`src/rtl/uart_ibus_bridge_pkg.sv`:
```
// Shared constants for the UART-to-ibus bridge: command bytes, parser and
// receiver state encodings, and a byte-join helper.
package uart_ibus_bridge_pkg;

  localparam logic [7:0] CMD_WR   = 8'h57;
  localparam logic [7:0] CMD_RD   = 8'h52;
  localparam logic [7:0] ACK_BYTE = 8'h06;

  localparam logic [3:0] P_IDLE     = 4'd0;
  localparam logic [3:0] P_ADR_H    = 4'd1;
  localparam logic [3:0] P_ADR_L    = 4'd2;
  localparam logic [3:0] P_DAT_H    = 4'd3;
  localparam logic [3:0] P_DAT_L    = 4'd4;
  localparam logic [3:0] P_ISSUE    = 4'd5;
  localparam logic [3:0] P_WAIT_RD  = 4'd6;
  localparam logic [3:0] P_SEND_H   = 4'd7;
  localparam logic [3:0] P_SEND_L   = 4'd8;
  localparam logic [3:0] P_SEND_ACK = 4'd9;

  localparam logic [1:0] RX_IDLE  = 2'd0;
  localparam logic [1:0] RX_START = 2'd1;
  localparam logic [1:0] RX_DATA  = 2'd2;
  localparam logic [1:0] RX_STOP  = 2'd3;

  function automatic logic [15:0] join16(input logic [7:0] hi, input logic [7:0] lo);
    return {hi, lo};
  endfunction

endpackage

```
`src/rtl/uart_ibus_bridge_byte_rx.sv`:
```
// uart_byte_rx: 2-FF synchroniser, 8N1 bit timing and stop-bit check.
// Emits one-cycle valid_o with data_o, or ferr_o when the stop bit reads 0.
module uart_byte_rx
  import uart_ibus_bridge_pkg::*;
#(
  parameter int CLKS_PER_BIT = 434
) (
  input  logic       clk,
  input  logic       rst,
  input  logic       rx_i,
  output logic [7:0] data_o,
  output logic       valid_o,
  output logic       ferr_o
);

  localparam int CW = (CLKS_PER_BIT > 2) ? $clog2(CLKS_PER_BIT) : 1;
  localparam logic [CW-1:0] HALF_M1 = CW'(CLKS_PER_BIT / 2 - 1);
  localparam logic [CW-1:0] BIT_M1  = CW'(CLKS_PER_BIT - 1);

  logic          meta_q, sync_q, prev_q;
  logic [1:0]    state_q, state_d;
  logic [CW-1:0] cnt_q, cnt_d;
  logic [2:0]    bit_q, bit_d;
  logic [7:0]    shift_q, shift_d;
  logic [7:0]    data_q, data_d;
  logic          valid_q, valid_d, ferr_q, ferr_d;

  // Frame sequencing: start rechecked at half-bit, then every full bit is a mid-bit sample.
  always_comb begin
    state_d = state_q;
    cnt_d   = cnt_q;
    bit_d   = bit_q;
    shift_d = shift_q;
    data_d  = data_q;
    valid_d = 1'b0;
    ferr_d  = 1'b0;
    case (state_q)
      RX_IDLE: begin
        if (prev_q && !sync_q) begin
          state_d = RX_START;
          cnt_d   = '0;
        end else begin
          state_d = RX_IDLE;
        end
      end
      RX_START: begin
        if (cnt_q == HALF_M1) begin
          cnt_d   = '0;
          bit_d   = 3'd0;
          state_d = sync_q ? RX_IDLE : RX_DATA;
        end else begin
          cnt_d = cnt_q + CW'(1);
        end
      end
      RX_DATA: begin
        if (cnt_q == BIT_M1) begin
          cnt_d   = '0;
          shift_d = {sync_q, shift_q[7:1]};
          bit_d   = bit_q + 3'd1;
          state_d = (bit_q == 3'd7) ? RX_STOP : RX_DATA;
        end else begin
          cnt_d = cnt_q + CW'(1);
        end
      end
      RX_STOP: begin
        if (cnt_q == BIT_M1) begin
          state_d = RX_IDLE;
          if (sync_q) begin
            valid_d = 1'b1;
            data_d  = shift_q;
          end else begin
            ferr_d = 1'b1;
          end
        end else begin
          cnt_d = cnt_q + CW'(1);
        end
      end
      default: state_d = RX_IDLE;
    endcase
  end

  always_ff @(posedge clk) begin
    if (rst) begin
      meta_q  <= 1'b1;
      sync_q  <= 1'b1;
      prev_q  <= 1'b1;
      state_q <= RX_IDLE;
      cnt_q   <= '0;
      bit_q   <= 3'd0;
      shift_q <= 8'h00;
      data_q  <= 8'h00;
      valid_q <= 1'b0;
      ferr_q  <= 1'b0;
    end else begin
      meta_q  <= rx_i;
      sync_q  <= meta_q;
      prev_q  <= sync_q;
      state_q <= state_d;
      cnt_q   <= cnt_d;
      bit_q   <= bit_d;
      shift_q <= shift_d;
      data_q  <= data_d;
      valid_q <= valid_d;
      ferr_q  <= ferr_d;
    end
  end

  assign data_o  = data_q;
  assign valid_o = valid_q;
  assign ferr_o  = ferr_q;

endmodule

```
`src/rtl/uart_ibus_bridge.sv`:
```
// UART command front-end driving the systolic4 ibus ('W' aH aL dH dL / 'R' aH aL).
// Define UART_IBUS_ACK_EN to send an 0x06 acknowledge byte after every write strobe.
module uart_ibus_bridge
  import uart_ibus_bridge_pkg::*;
#(
  parameter int CLKS_PER_BIT = 434,
  parameter int RD_LAT       = 1,
  parameter int TIMEOUT_CLKS = 200000
) (
  input  logic        clk,
  input  logic        rst,
  input  logic        rx,
  output logic        tx,
  output logic        ren,
  output logic [15:0] ibus_radr,
  input  logic [15:0] ibus_rdata,
  output logic        wen,
  output logic [15:0] ibus_wadr,
  output logic [15:0] ibus_wdata,
  output logic        busy,
  output logic        frame_err
);

  localparam int CW = (CLKS_PER_BIT > 2) ? $clog2(CLKS_PER_BIT) : 1;
  localparam int TW = (TIMEOUT_CLKS > 2) ? $clog2(TIMEOUT_CLKS) : 1;
  localparam int LW = (RD_LAT > 2) ? $clog2(RD_LAT) : 1;
  localparam logic [CW-1:0] BIT_M1 = CW'(CLKS_PER_BIT - 1);
  localparam logic [TW-1:0] TMO_M1 = TW'(TIMEOUT_CLKS - 1);
  localparam logic [LW-1:0] LAT_M1 = LW'(RD_LAT - 1);

  logic [7:0] rx_data_s;
  logic       rx_valid_s, rx_ferr_s;

  uart_byte_rx #(.CLKS_PER_BIT(CLKS_PER_BIT)) u_rx (
    .clk     (clk),
    .rst     (rst),
    .rx_i    (rx),
    .data_o  (rx_data_s),
    .valid_o (rx_valid_s),
    .ferr_o  (rx_ferr_s)
  );

  logic [3:0]    state_q, state_d;
  logic          is_rd_q, is_rd_d;
  logic [15:0]   adr_q, adr_d;
  logic [7:0]    dat_h_q, dat_h_d, reply_lo_q, reply_lo_d;
  logic [TW-1:0] tmo_q, tmo_d;
  logic [LW-1:0] lat_q, lat_d;
  logic          ren_q, ren_d, wen_q, wen_d;
  logic [15:0]   radr_q, radr_d, wadr_q, wadr_d, wdata_q, wdata_d;
  logic          ferr_q, ferr_d, busy_q;
  logic          tx_start_s, tx_done_s;
  logic [7:0]    tx_byte_s;
  logic          tx_q, tx_d, tx_busy_q, tx_busy_d;
  logic [8:0]    tx_sh_q, tx_sh_d;
  logic [CW-1:0] tx_cnt_q, tx_cnt_d;
  logic [3:0]    tx_bit_q, tx_bit_d;

  assign tx_done_s = tx_busy_q && (tx_cnt_q == BIT_M1) && (tx_bit_q == 4'd9);

  // Command parser; strobes are registered so they coincide with the ISSUE state.
  always_comb begin
    state_d    = state_q;
    is_rd_d    = is_rd_q;
    adr_d      = adr_q;
    dat_h_d    = dat_h_q;
    reply_lo_d = reply_lo_q;
    tmo_d      = tmo_q;
    lat_d      = lat_q;
    ren_d      = 1'b0;
    wen_d      = 1'b0;
    radr_d     = radr_q;
    wadr_d     = wadr_q;
    wdata_d    = wdata_q;
    ferr_d     = ferr_q | rx_ferr_s;
    tx_start_s = 1'b0;
    tx_byte_s  = 8'h00;
    case (state_q)
      P_IDLE: begin
        tmo_d = '0;
        if (rx_valid_s && (rx_data_s == CMD_WR || rx_data_s == CMD_RD)) begin
          is_rd_d = (rx_data_s == CMD_RD);
          state_d = P_ADR_H;
        end else begin
          state_d = P_IDLE;
        end
      end
      P_ADR_H, P_ADR_L, P_DAT_H, P_DAT_L: begin
        if (rx_ferr_s) begin
          state_d = P_IDLE;
          tmo_d   = '0;
        end else if (rx_valid_s) begin
          tmo_d = '0;
          case (state_q)
            P_ADR_H: begin
              adr_d[15:8] = rx_data_s;
              state_d     = P_ADR_L;
            end
            P_ADR_L: begin
              adr_d[7:0] = rx_data_s;
              if (is_rd_q) begin
                ren_d   = 1'b1;
                radr_d  = join16(adr_q[15:8], rx_data_s);
                state_d = P_ISSUE;
              end else begin
                state_d = P_DAT_H;
              end
            end
            P_DAT_H: begin
              dat_h_d = rx_data_s;
              state_d = P_DAT_L;
            end
            default: begin
              wen_d   = 1'b1;
              wadr_d  = adr_q;
              wdata_d = join16(dat_h_q, rx_data_s);
              state_d = P_ISSUE;
            end
          endcase
        end else if (tmo_q == TMO_M1) begin
          state_d = P_IDLE;
          tmo_d   = '0;
        end else begin
          tmo_d = tmo_q + TW'(1);
        end
      end
      P_ISSUE: begin
        lat_d = '0;
        if (is_rd_q) begin
          state_d = P_WAIT_RD;
        end else begin
`ifdef UART_IBUS_ACK_EN
          tx_start_s = 1'b1;
          tx_byte_s  = ACK_BYTE;
          state_d    = P_SEND_ACK;
`else
          state_d    = P_IDLE;
`endif
        end
      end
      P_WAIT_RD: begin
        if (lat_q == LAT_M1) begin
          reply_lo_d = ibus_rdata[7:0];
          tx_start_s = 1'b1;
          tx_byte_s  = ibus_rdata[15:8];
          state_d    = P_SEND_H;
        end else begin
          lat_d = lat_q + LW'(1);
        end
      end
      P_SEND_H: begin
        if (tx_done_s) begin
          tx_start_s = 1'b1;
          tx_byte_s  = reply_lo_q;
          state_d    = P_SEND_L;
        end else begin
          state_d = P_SEND_H;
        end
      end
      P_SEND_L, P_SEND_ACK: begin
        state_d = tx_done_s ? P_IDLE : state_q;
      end
      default: state_d = P_IDLE;
    endcase
  end

  // 8N1 shifter: a new start may load on the same cycle the previous stop bit ends.
  always_comb begin
    tx_d      = tx_q;
    tx_busy_d = tx_busy_q;
    tx_sh_d   = tx_sh_q;
    tx_cnt_d  = tx_cnt_q;
    tx_bit_d  = tx_bit_q;
    if (tx_start_s) begin
      tx_busy_d = 1'b1;
      tx_d      = 1'b0;
      tx_sh_d   = {1'b1, tx_byte_s};
      tx_cnt_d  = '0;
      tx_bit_d  = 4'd0;
    end else if (tx_busy_q) begin
      if (tx_cnt_q == BIT_M1) begin
        tx_cnt_d = '0;
        if (tx_bit_q == 4'd9) begin
          tx_busy_d = 1'b0;
          tx_d      = 1'b1;
        end else begin
          tx_d     = tx_sh_q[0];
          tx_sh_d  = {1'b1, tx_sh_q[8:1]};
          tx_bit_d = tx_bit_q + 4'd1;
        end
      end else begin
        tx_cnt_d = tx_cnt_q + CW'(1);
      end
    end else begin
      tx_d = 1'b1;
    end
  end

  always_ff @(posedge clk) begin
    if (rst) begin
      state_q    <= P_IDLE;
      is_rd_q    <= 1'b0;
      adr_q      <= 16'h0000;
      dat_h_q    <= 8'h00;
      reply_lo_q <= 8'h00;
      tmo_q      <= '0;
      lat_q      <= '0;
      ren_q      <= 1'b0;
      wen_q      <= 1'b0;
      radr_q     <= 16'h0000;
      wadr_q     <= 16'h0000;
      wdata_q    <= 16'h0000;
      ferr_q     <= 1'b0;
      busy_q     <= 1'b0;
      tx_q       <= 1'b1;
      tx_busy_q  <= 1'b0;
      tx_sh_q    <= 9'h1FF;
      tx_cnt_q   <= '0;
      tx_bit_q   <= 4'd0;
    end else begin
      state_q    <= state_d;
      is_rd_q    <= is_rd_d;
      adr_q      <= adr_d;
      dat_h_q    <= dat_h_d;
      reply_lo_q <= reply_lo_d;
      tmo_q      <= tmo_d;
      lat_q      <= lat_d;
      ren_q      <= ren_d;
      wen_q      <= wen_d;
      radr_q     <= radr_d;
      wadr_q     <= wadr_d;
      wdata_q    <= wdata_d;
      ferr_q     <= ferr_d;
      busy_q     <= (state_d != P_IDLE) | tx_busy_d;
      tx_q       <= tx_d;
      tx_busy_q  <= tx_busy_d;
      tx_sh_q    <= tx_sh_d;
      tx_cnt_q   <= tx_cnt_d;
      tx_bit_q   <= tx_bit_d;
    end
  end

  assign tx         = tx_q;
  assign ren        = ren_q;
  assign wen        = wen_q;
  assign ibus_radr  = radr_q;
  assign ibus_wadr  = wadr_q;
  assign ibus_wdata = wdata_q;
  assign busy       = busy_q;
  assign frame_err  = ferr_q;

endmodule
```
`config.mk`:
```
export PLATFORM = sky130hd
export DESIGN_NAME = uart_ibus_bridge
export DESIGN_NICKNAME = d
export VERILOG_FILES = /design/src/rtl/uart_ibus_bridge_pkg.sv /design/src/rtl/uart_ibus_bridge_byte_rx.sv /design/src/rtl/uart_ibus_bridge.sv
export SDC_FILE = /design/constraint.sdc
export NUM_CORES = 1
export LEC_CHECK = 0
export CAP_MARGIN = 30
export CORE_ASPECT_RATIO = 0.5
export CORE_MARGIN = 4
export CORE_UTILIZATION = 53
export CTS_BUF_LIST = sky130_fd_sc_hd__clkbuf_4
export CTS_CLUSTER_DIAMETER = 60
export CTS_CLUSTER_SIZE = 16
export DETAILED_ROUTE_END_ITERATION = 10
export GPL_TIMING_DRIVEN = 0
export PLACE_DENSITY = 0.74
export REMOVE_ABC_BUFFERS = 1
export SLEW_MARGIN = 15
export SYNTH_ARGS = -nofsm -noshare
export SYNTH_HDL_FRONTEND = slang
export SYNTH_SLANG_ARGS = --single-unit
```
`constraint.sdc`:
```
create_clock -name clk -period 1.99 [get_ports clk]
set_clock_uncertainty 0.15 [all_clocks]
set_input_delay 0.398 -clock clk [delete_from_list [all_inputs] [get_ports clk]]
set_output_delay 0.398 -clock clk [all_outputs]
set_load 0.02 [all_outputs]
```
* Yosys cells after proc, flatten, opt, wreduce, memory -nomap -nowiden
Index checks and enable logic that the tools add are counted.
Storage, ports and cells: logic and storage cells 164, input port bits 19, output and inout port bits 53, register bits 166
Cells by class: equality and inequality tests 27, muxes and demuxes 55, add/subtract/negate cells 6, reduce and logical (&&, ||, !) cells 35, bitwise logic cells 11
Operator list (count):
- 2-to-1 mux 18 bit | 3
- 2-to-1 mux 8 bit | 6
- 2-to-1 mux 9 bit | 5
- one-hot mux 18 bit (2 select lines) | 1
- one-hot mux 9 bit (4 select lines) | 1
- 2-to-1 mux 4 bit | 6
- one-hot mux 4 bit (6 select lines) | 1
- adder 18 x 1 -> 18 bit (second input constant) | 1
- adder 9 x 1 -> 9 bit (second input constant) | 2
- == test 18 bit (second input constant) | 1
- == test 9 bit (second input constant) | 2
- 2-to-1 mux 1 bit | 18
- == test 4 x 3 -> 1 bit (second input constant) | 4
- == test 8 x 7 -> 1 bit (second input constant) | 2
- one-hot mux 8 bit (2 select lines) | 1
- AND reduction 4 bit | 4
- AND reduction 3 bit | 5
- == test 4 bit (second input constant) | 3
- 2-to-1 mux 3 bit | 4
- nonzero test 2 bit | 5
- == test 9 x 8 -> 1 bit (second input constant) | 1
- NOT 1 bit | 9
- one-hot mux 3 bit (3 select lines) | 1
- == test 4 x 2 -> 1 bit (second input constant) | 2
- other kinds (27) | 46

* Depth between registers and ports, before layout
Gate-level depths: netlist (run 1).
word-level depth 7, depth in mapped cells 8

* By module
From an unflattened synthesis (run 1), not the netlist that was laid out.
Second synthesis, totals: cells, all modules 845, area, all modules 7023.0 µm²
By module, submodules not included:
- uart_ibus_bridge | cells each 659, times used 1, area each 5447.7 µm²
- uart_byte_rx | cells each 186, times used 1, area each 1575.3 µm²

* Worst setup path before layout (run 1)
OpenSTA, ideal clock, no wires.
path type reg-to-reg, start reg tx_cnt_q[0], end reg busy_q (netlist: busy), data arrival time 1.850 ns, required time 1.698 ns, stages on the path, launching flop included 7, slack -0.152 ns, cells stage by stage dfxtp_1 ha_1 nand4b_1 or4_1 o21a_1 a311oi_1 a41oi_1
Between the ends: word-level cells in the longest chain between the ends 7
Ends and longest elaborated chain:
- start, declared | RTL line uart_ibus_bridge.sv:56 | logic [CW-1:0] tx_cnt_q, tx_cnt_d;
- start signal, assigned | RTL line uart_ibus_bridge.sv:238 | tx_cnt_q <= tx_cnt_d;
- == test 9 bit (*) | RTL line uart_ibus_bridge.sv:59, uart_ibus_bridge.sv:181
- logical AND 1 bit (2 in series) | RTL line uart_ibus_bridge.sv:59 | assign tx_done_s = tx_busy_q && (tx_cnt_q == BIT_M1) && (tx_bit_q == 4'd9);
- 2-to-1 mux 4 bit, or another cell as far along | RTL line uart_ibus_bridge.sv:161 | state_d = tx_done_s ? P_IDLE : state_q;
- one-hot mux 4 bit (6 select lines) / one-hot mux 1 bit (2 select lines) (equally long branches) | RTL line uart_ibus_bridge.sv:78 | case (state_q)
- nonzero test 4 bit / 2-to-1 mux 1 bit (equally long branches) | RTL line uart_ibus_bridge.sv:234, uart_ibus_bridge.sv:174
- bitwise OR 1 bit (*) | RTL line uart_ibus_bridge.sv:234 | busy_q <= (state_d != P_IDLE) | tx_busy_d;
- end signal, assigned | RTL line uart_ibus_bridge.sv:234
- end, declared | RTL line uart_ibus_bridge.sv:51 | logic ferr_q, ferr_d, busy_q;
Mark *: on every way between the ends. The rest lies on a longest branch, timed or not. A chain may end at the register's enable or synchronous reset.

* Worst setup path after layout (run 1)
start reg state_q[0], end reg tmo_q[8]
Between the ends: word-level cells in the longest chain between the ends 3
Ends and longest elaborated chain:
- start, declared | RTL line uart_ibus_bridge.sv:43 | logic [3:0] state_q, state_d;
- start signal, assigned | RTL line uart_ibus_bridge.sv:221 | state_q <= state_d;
- == test 4 x 1 -> 1 bit, or another cell as far along | RTL line uart_ibus_bridge.sv:78
- OR reduction 4 bit | RTL line uart_ibus_bridge.sv:78
- one-hot mux 18 bit (2 select lines) / nonzero test 2 bit (equally long branches)
- end signal, assigned | RTL line uart_ibus_bridge.sv:226 | tmo_q <= tmo_d;
- end, declared | RTL line uart_ibus_bridge.sv:47 | logic [TW-1:0] tmo_q, tmo_d;
Parallel ways exist; a longest one is shown, timed or not.

==> results of run 1 <==
==> cells in the final DEF, fill, tap and decap left out, types with 5 or more instances in the layout <==
cell	instances
buf_4	49
nand2_1	158
nor2_2	11
and3_1	5
clkdlybuf4s50_1	17
dfxtp_1	141
nor2_4	8
ha_1	10
mux2i_1	34
dfxtp_4	7
or2_4	5
a211oi_2	8
o21bai_1	7
inv_1	13
xnor2_1	16
dfxtp_2	17
nand4_1	10
xor2_1	12
clkbuf_4	18
nor2_1	81
nand3_1	11
buf_6	5
nor3_1	8
or2_2	5
nand2_2	5
o21ai_0	6
or4b_4	5
a22o_1	7
a21oi_1	75
nor4_4	7
dlygate4sd2_1	53
==> cells by family after synthesis <==
family / after synthesis / share of synthesized area
adders and majority gates: 14 / 0.02496
muxes: 35 / 0.05010
xor gates and xnor gates: 32 / 0.03994
DFF: 165 / 0.4707
AOI/OAI and AO/OA: 145 / 0.1307
and+or+nand+nor: 369 / 0.2467
buffers and inverters: 60 / 0.03691
==> how the worst max path moves through the flow <==
stage	depth (start not counted)	endpoint	slack, ps	startpoint
floorplan	4	ibus_wadr[0]	-1400	state_q[3]
global placement	2	ren	-3310	rst
detailed placement	5	tx_sh_q[6]	-730	state_q[1]
CTS	6	busy	-80	tmo_q[13]
global route	5	tmo_q[8]	-210	state_q[0]
finish	5	tmo_q[8]	-170	state_q[0]
==> sequential cells by signal, summed over array words and instances, names as in the netlist, 3 cells and up, named ones only <==
| signal | count |
|---|---|
| tmo_q | 18 |
| ibus_radr | 16 |
| u_rx.cnt_q | 9 |
| u_rx.data_o | 8 |
| reply_lo_q | 8 |
| ibus_wdata | 16 |
| ibus_wadr | 16 |
| state_q | 4 |
| tx_bit_q | 4 |
| tx_sh_q | 8 |
| adr_q | 16 |
| u_rx.shift_q | 8 |
| tx_cnt_q | 9 |
| dat_h_q | 8 |
| u_rx.bit_q | 3 |
==> through the flow <==
step	std cells	util	hold slack, ps	setup slack, ps	instance area, sq um
after floorplan	776	-	239.5	-1403	6819
after global placement	1017	0.6045	245.0	-3311	7742
after detailed placement	1024	0.6114	251.7	-726.8	7831
after CTS	1091	0.6775	79.99	-84.81	8678
after global routing	1114	0.7163	85.64	-209.4	9175
final	1114	0.7163	114.5	-173.3	9175
==> what timing repair did <==
item                       in CTS  in global routing
cloned                          1                  3
setup endpoints to repair     200                104
setup buffers                  35                 19
hold buffers                    0                  0
resized for setup             135                 80
hold endpoints to repair        0                  0
pin swaps                      17                 41
==> where the power goes <==
part / switching (mW) / internal [mW]
sequential: 0.0125 / 3.30
combinational: 0.0895 / 0.0658
clock: 1.23 / 0.882
total: 1.33 / 4.25
==> layout make-up <==
type                            count  share of cell area
Antenna cell                        2           0.0005455
Clock buffer                       17             0.01391
Clock inverter                     14             0.01923
Inverter                           16            0.006955
Multi-Input combinational cell    599              0.4447
Sequential cell                   165              0.3652
Tap cell                          170             0.02318
Timing Repair Buffer              131              0.1263
==> routing by layer <==
metal | vias to the layer above | share of wire
met2 | 180 | 0.50
met4 | 0 | 0.014
met5 | - | 0
met3 | 28 | 0.056
li1 | 3030 | -
met1 | 3050 | 0.43
==> Yosys cell counts, drive strengths merged (4+ instances only) <==
library cell / number / share of area
nor4: 10 / 0.0089
buf: 10 / 0.010
inv: 16 / 0.0086
or4b: 5 / 0.0071
nand3: 13 / 0.0093
a21oi: 79 / 0.056
nor3: 14 / 0.010
o21bai: 8 / 0.0086
clkbuf: 34 / 0.018
xor2: 13 / 0.016
dfxtp: 165 / 0.47
and3: 6 / 0.0053
nor2: 100 / 0.058
nand4b: 4 / 0.0050
or2: 10 / 0.0089
nand2b: 5 / 0.0045
o21ai: 9 / 0.0064
ha: 14 / 0.025
a22o: 7 / 0.0087
a31oi: 4 / 0.0036
a211oi: 12 / 0.013
mux2i: 34 / 0.048
and4: 4 / 0.0050
nand4: 10 / 0.0089
xnor2: 19 / 0.024
nand2: 164 / 0.088
==> flow_summary_export.csv, run 1 <==
group,metric,value,unit
run_status,outcome,"complete, but fails checks",
run_status,violations,"setup timing",
cts,cts_tree,"built",
synth,synth_flop_cell,"dfxtp_1",
placement,hpwl,10360,um
detailed_routing,vias,6288,
timing,rsz0062_at_grt,"true",
worst_hold_path,min_to,"dat_h_q[1]",
critical_path,reg2reg_from,"state_q[0]",
detailed_routing,route.detailed.drc,0,
finish,regArea,3351,sq um
finish,nets,963,
floorplan,die_w,170.7,um
detailed_routing,viasPerCell,5.645,
floorplan,io_pins,72,
cts,clockBufferDepth,2,
cts,cts_root_buf,"clkbuf_4",
cts,clock-sinks,165,
detailed_routing,wl,18400,um
timing,setup_ws,-173.3,ps
critical_path,ff2ff_path_depth,5,
detailed_routing,antenna_left,0,
critical_path,start_kind,"flip-flop",
critical_path,r2r-end,"tmo_q[8]",
synth,syn_area_per_cell,8.559,sq um
finish,areaGrowthSynthToFinish,30.74,%
global_routing,track_usage,0.2229,
synth,netlist_area,7018,sq um
detailed_routing,drt-initial-drc-count,482,
floorplan,core_area,12810,sq um
timing,slew_headroom,0.5310,
pwr,p_per_area,607.9,nW/um^2
synth,synthArstFlopShare,0,
finish,multi_input_area,4080,sq um
global_routing,met2_usage,0.3890,
floorplan,die_area,15260,sq um
worst_hold_path,hold_path_depth,2,
critical_path,worstPathRequired,2300,ps
pwr,fin_total_pwr,5.578,mW
critical_path,crit_path_max_incr_delay,430,ps
critical_path,end_kind,"flip-flop",
synth,ys_types,65,
global_routing,antenna_found_initial,1,
global_routing,globalRoute.totalOverflow,0,
global_routing,grt_pass1_vias,5892,
worst_hold_path,hp-class,"input pin to flip-flop",
cts,clk_pin_slew,150,ps
global_routing,gr-usage-met1,0.2886,
timing,worstMarginPinSlew,701.3,ps
timing,period_share,1.087,
timing,clock.fmax,0.4622,GHz
critical_path,cp_slowest_cell,"or3b_4",
detailed_routing,post_drt_wl_per_cell,16.52,um
cts,htreeDepth,4,
critical_path,crit_buf_inv,0,
global_routing,grt_max_degree,78,
timing,min_period,2163,ps
floorplan,initial_core_util,0.5479,
critical_path,rrSetupSlack,-170,ps
pwr,leakagePower,3.589,nW
critical_path,critical_path_class,"flip-flop to flip-flop",
timing,setup_viol,20,
floorplan,die_h,89.37,um
timing,hold_viol,0,
pwr,ir_drop,0.4566,mV
global_routing,grt_pass1_wl,27720,um
detailed_routing,first_pass_iters,5,
synth,synth_seq_cells,165,
worst_hold_path,hp-start,"rst",
flow_run,cap_viol_max_count,0,
global_routing,grt_use_met3,0.04417,
critical_path,cp.arrival,2470,ps
placement,numPortBuffers,71,
timing,tns,-2131,ps
synth,yosysWarnings,0,
critical_path,critPathMaxFanout,8,
cts,cts_inserted_buffers,17,
floorplan,num_rows,29,
global_routing,grt_busiest_layer,"met2",
finish,final_layout_size_suffix_gt1_frac,0.2357,
synth,synth_edf_count,0,
cts,clock_latency,530,ps
synth,seq_area_frac_synth,0.4707,
synth,syn_inst,820,
finish,fillCellCount,967,
timing,drv_slew,0,
placement,gp_congestion,0.8431,
critical_path,worstPathCellList,"or3b_4, a2111oi_4, a21bo_4, a21o_4, a21oi_2",
critical_path,critPathTopFamily,"compound AO/OA/AOI/OAI gates",
(Power assumes the default switching activity.)
==> run 2: changes to the inputs <==
Settings changed: SYNTH_HIERARCHICAL set to 1.
==> run 2 against run 1 <==
Against the previous run: register-to-register slack better by 150 ps; sequential share of layout area is 2.8 points higher; combinational power is 3% lower; maximum frequency rose by 7.5%; worst hold slack better by 100 ps; via count decreased by 3.6%; the run still ends with setup timing left; setup slack gained 150 ps; critical path depth stayed put; global-route usage fell by 0.95 points; clock power shrank 5%; flip-flop and latch count stayed put; first-iteration DRC count fell by 21%.
==> flow_summary_export.csv, run 2 <==
group,metric,value,unit
pwr,power_frac_clock,0.367,
critical_path,ff2ff_path_depth,5,
timing,rsz0062_at_grt,"true",
worst_hold_path,min_to,"reply_lo_q[5]",
synth,synth_top_family_by_area,"simple AND/OR/NAND/NOR gates",
detailed_routing,highest_layer,"met4",
timing,worstMarginPinSlew,543.8,ps
finish,final_layout_size_suffix_gt1_frac,0.1441,
floorplan,die_area,15270,sq um
placement,hpwl,10360,um
synth,synth.most_common_cell,"nand2_1",
placement,numPortBuffers,71,
floorplan,num_rows,29,
timing,min_period,2012,ps
pwr,power_switching,1.510,mW
cts,htreeDepth,4,
finish,largest_reg_flops,18,
timing,drv_slew,0,
cts,cts_tree,"built",
timing,setup_ws,-22.41,ps
pwr,p_per_area,644.2,nW/um^2
flow_run,cap_viol_max_count,0,
synth,netlist_area,7023,sq um
synth,yosysWarnings,6,
pwr,pwr-share-comb,0.028,
finish,final_common_cell,"nand2_1",
synth,synth_flop_cell,"dfxtp_1",
critical_path,start_kind,"flip-flop",
placement,pre_cts_ws,-713.5,ps
critical_path,crit_path_max_incr_delay,580,ps
critical_path,end_kind,"flip-flop",
synth,syn_area_per_cell,8.311,sq um
synth,yosys.area.top_type_share,0.4703,
placement,placed_cells,1043,
detailed_routing,met1Wirelength,7480,um
run_status,violations,"setup timing",
critical_path,r2r-end,"busy",
placement,gp_congestion,0.8034,
global_routing,grt_max_degree,111,
timing,clock.fmax,0.4969,GHz
finish,most-common-layout-cells,"nand2_1, dfxtp_1, a21oi_1, nor2_1, dlygate4sd2_1",
floorplan,core_area,12810,sq um
synth,synthTopCellsByCount,"nand2_1, dfxtp_1, a21oi_1",
critical_path,rrSetupSlack,-20,ps
critical_path,critPathMaxFanout,12,
worst_hold_path,hp-start,"ibus_rdata[5]",
detailed_routing,wl_met2,7725,um
critical_path,cp.arrival,2310,ps
run_status,outcome,"complete, but fails checks",
detailed_routing,antenna_left,0,
pwr,ir_drop,0.3139,mV
finish,utilization,0.6643,
detailed_routing,dr_wl_met3,622,um
finish,fillCellCount,1083,
global_routing,grt_pass1_wl,26540,um
detailed_routing,first_pass_iters,5,
synth,synth_seq_cells,165,
synth,synth_edf_count,0,
synth,synth-xor-area-share,0.03617,
detailed_routing,drt-initial-drc-count,381,
critical_path,critical_path_class,"flip-flop to flip-flop",
finish,largest_register,"tmo_q",
global_routing,globalRoute.totalOverflow,0,
pwr,leakagePower,3.066,nW
cts,clockBufferDepth,2,
detailed_routing,post_drt_wl_per_cell,14.49,um
timing,hold_viol,0,
global_routing,grt_pass1_vias,5644,
finish,nets,946,
synth,synthArstFlopShare,0,
cts,clock_latency,560,ps
finish,layoutNonFillerInstCount,1100,
pwr,internal-power,3.971,mW
detailed_routing,wl,15940,um
detailed_routing,vias,6062,
floorplan,initial_core_util,0.5483,
worst_hold_path,hp-class,"input pin to flip-flop",
detailed_routing,route.detailed.drc,0,
finish,areaGrowthSynthToFinish,21.15,%
floorplan,die_w,170.8,um
timing,slew_headroom,0.6324,
critical_path,reg2reg_from,"state_q[0]",
synth,synthMuxAreaShare,0.01586,
synth,ys_types,74,
timing,setup_viol,1,
floorplan,die_h,89.40,um
synth,synth_top_area_cell,"dfxtp_1",
detailed_routing,viasPerCell,5.511,
critical_path,worstPathRequired,2290,ps
floorplan,io_pins,72,
finish,antenna_cells,0,
pwr,swShare,0.2755,
cts,clock-sinks,165,
synth,seq_area_frac_synth,0.4703,
cts,cts_root_buf,"clkbuf_4",
cts,cts_inserted_buffers,17,
critical_path,cp_slowest_cell,"or4b_1",
cts,clk_pin_slew,160,ps
finish,regArea,3346,sq um
critical_path,worstPathCellList,"or4b_1, nor4_2, a211oi_1, o211a_1, a41oi_2",
synth,synth_area_leaders,"dfxtp_1, nand2_1, a21oi_1",
timing,period_share,1.011,
pwr,power_frac_seq,0.605,
finish,multi_input_area,3665,sq um
global_routing,track_usage,0.2133,
synth,synth_compound_area_frac,0.1411,
synth,syn_inst,845,
global_routing,antenna_found_initial,0,
synth,yosys.area_share.adder,0.01782,
worst_hold_path,hold_path_depth,3,
synth,synth-simple-area-share,0.2781,
## run 2: cell types whose count changed after synthesis, moves of 6 or more
cell      previous run  this run
or2_2               10         3
clkbuf_1            34        27
nor2_1              94        77
a211oi_1            12         5
a22o_1               7         1
a22oi_1              1         7
o21bai_1             8         1
nand3_1             13        39
a21oi_1             79       109
mux2i_1             34        10
nor4_1              10         2
nand2_1            163       186
## run 2: kinds of logic (layout without fill, tap and decap cells)
| kind of cell | Yosys count | count (layout) |
|---|---|---|
| buffers and inverters | 64 | 147 |
| AOI/OAI and AO/OA | 169 | 169 |
| muxes | 11 | 11 |
| DFF | 165 | 165 |
| and+or+nand+nor | 397 | 399 |
| adders and majority gates | 10 | 10 |
| xor gates and xnor gates | 29 | 29 |
## run 2: how the worst max path moves through the flow
| stage | start | endpoint | slack (ps) | cells past startpoint |
|---|---|---|---|---|
| 2_1_floorplan | u_rx/ferr_o | ibus_radr[0] | -720 | 5 |
| 3_3_place_gp | rst | tmo_q[0] | -3380 | 3 |
| 3_5_place_dp | state_q[1] | ibus_radr[3] | -710 | 4 |
| 4_1_cts | state_q[3] | tx_sh_q[6] | 0.9 | 5 |
| 5_1_grt | tmo_q[0] | busy | -100 | 7 |
| 6_report | state_q[0] | busy | -20 | 5 |
## run 2: power groups by stage
stage | logic, mW | registers, mW | clock network [mW]
after global placement | 0.132 | 3.40 | 0
after global routing | 0.165 | 3.32 | 2.23
final | 0.151 | 3.32 | 2.01
after floorplan | 0.0434 | 3.39 | 0
after CTS | 0.143 | 3.33 | 2.05
after detailed placement | 0.137 | 3.40 | 0
## run 2: per-stage QoR
step | TNS (ps) | hold WS, ps | area, sq um | total power [mW]
floorplan | -42370 | 239.5 | 6794 | 3.437
global placement | -457420 | 245.3 | 7717 | 3.529
detailed placement | -33670 | 253.5 | 7819 | 3.536
CTS | 0 | 183.9 | 8243 | 5.520
global route | -343.6 | 181.5 | 8508 | 5.716
finish | -22.41 | 215.8 | 8508 | 5.481
## run 2: worst max-delay path, delay by kind of cell (launching register included)
kind             cells  cell delay, ps
AO/OA/AOI/OAI        3             490
flip-flops           1             420
AND/OR/NAND/NOR      2             850
## run 2: what timing repair did
action | CTS | global route
hold buffers | 1 | 0
endpoints found under the hold margin | 21 | 0
resized for setup | 81 | 43
gates cloned | 0 | 3
setup buffers | 8 | 13
endpoints found under the setup margin | 167 | 77
pin swaps | 5 | 14
## run 2: layout make-up
| class | instances | share of cell area |
|---|---|---|
| clock buffers | 17 | 0.01500 |
| flip-flops and latches | 165 | 0.3932 |
| inverters | 15 | 0.006618 |
| multi-input cells | 618 | 0.4307 |
| clock inverters | 15 | 0.02132 |
| repair buffers | 100 | 0.1081 |
| well taps | 170 | 0.02500 |
## run 2: layer usage
layer,vias to the layer above,global-route usage
met2,94,0.3539
met1,2899,0.2864
li1,3056,-
met5,-,0
met4,0,0.05435
met3,13,0.04859
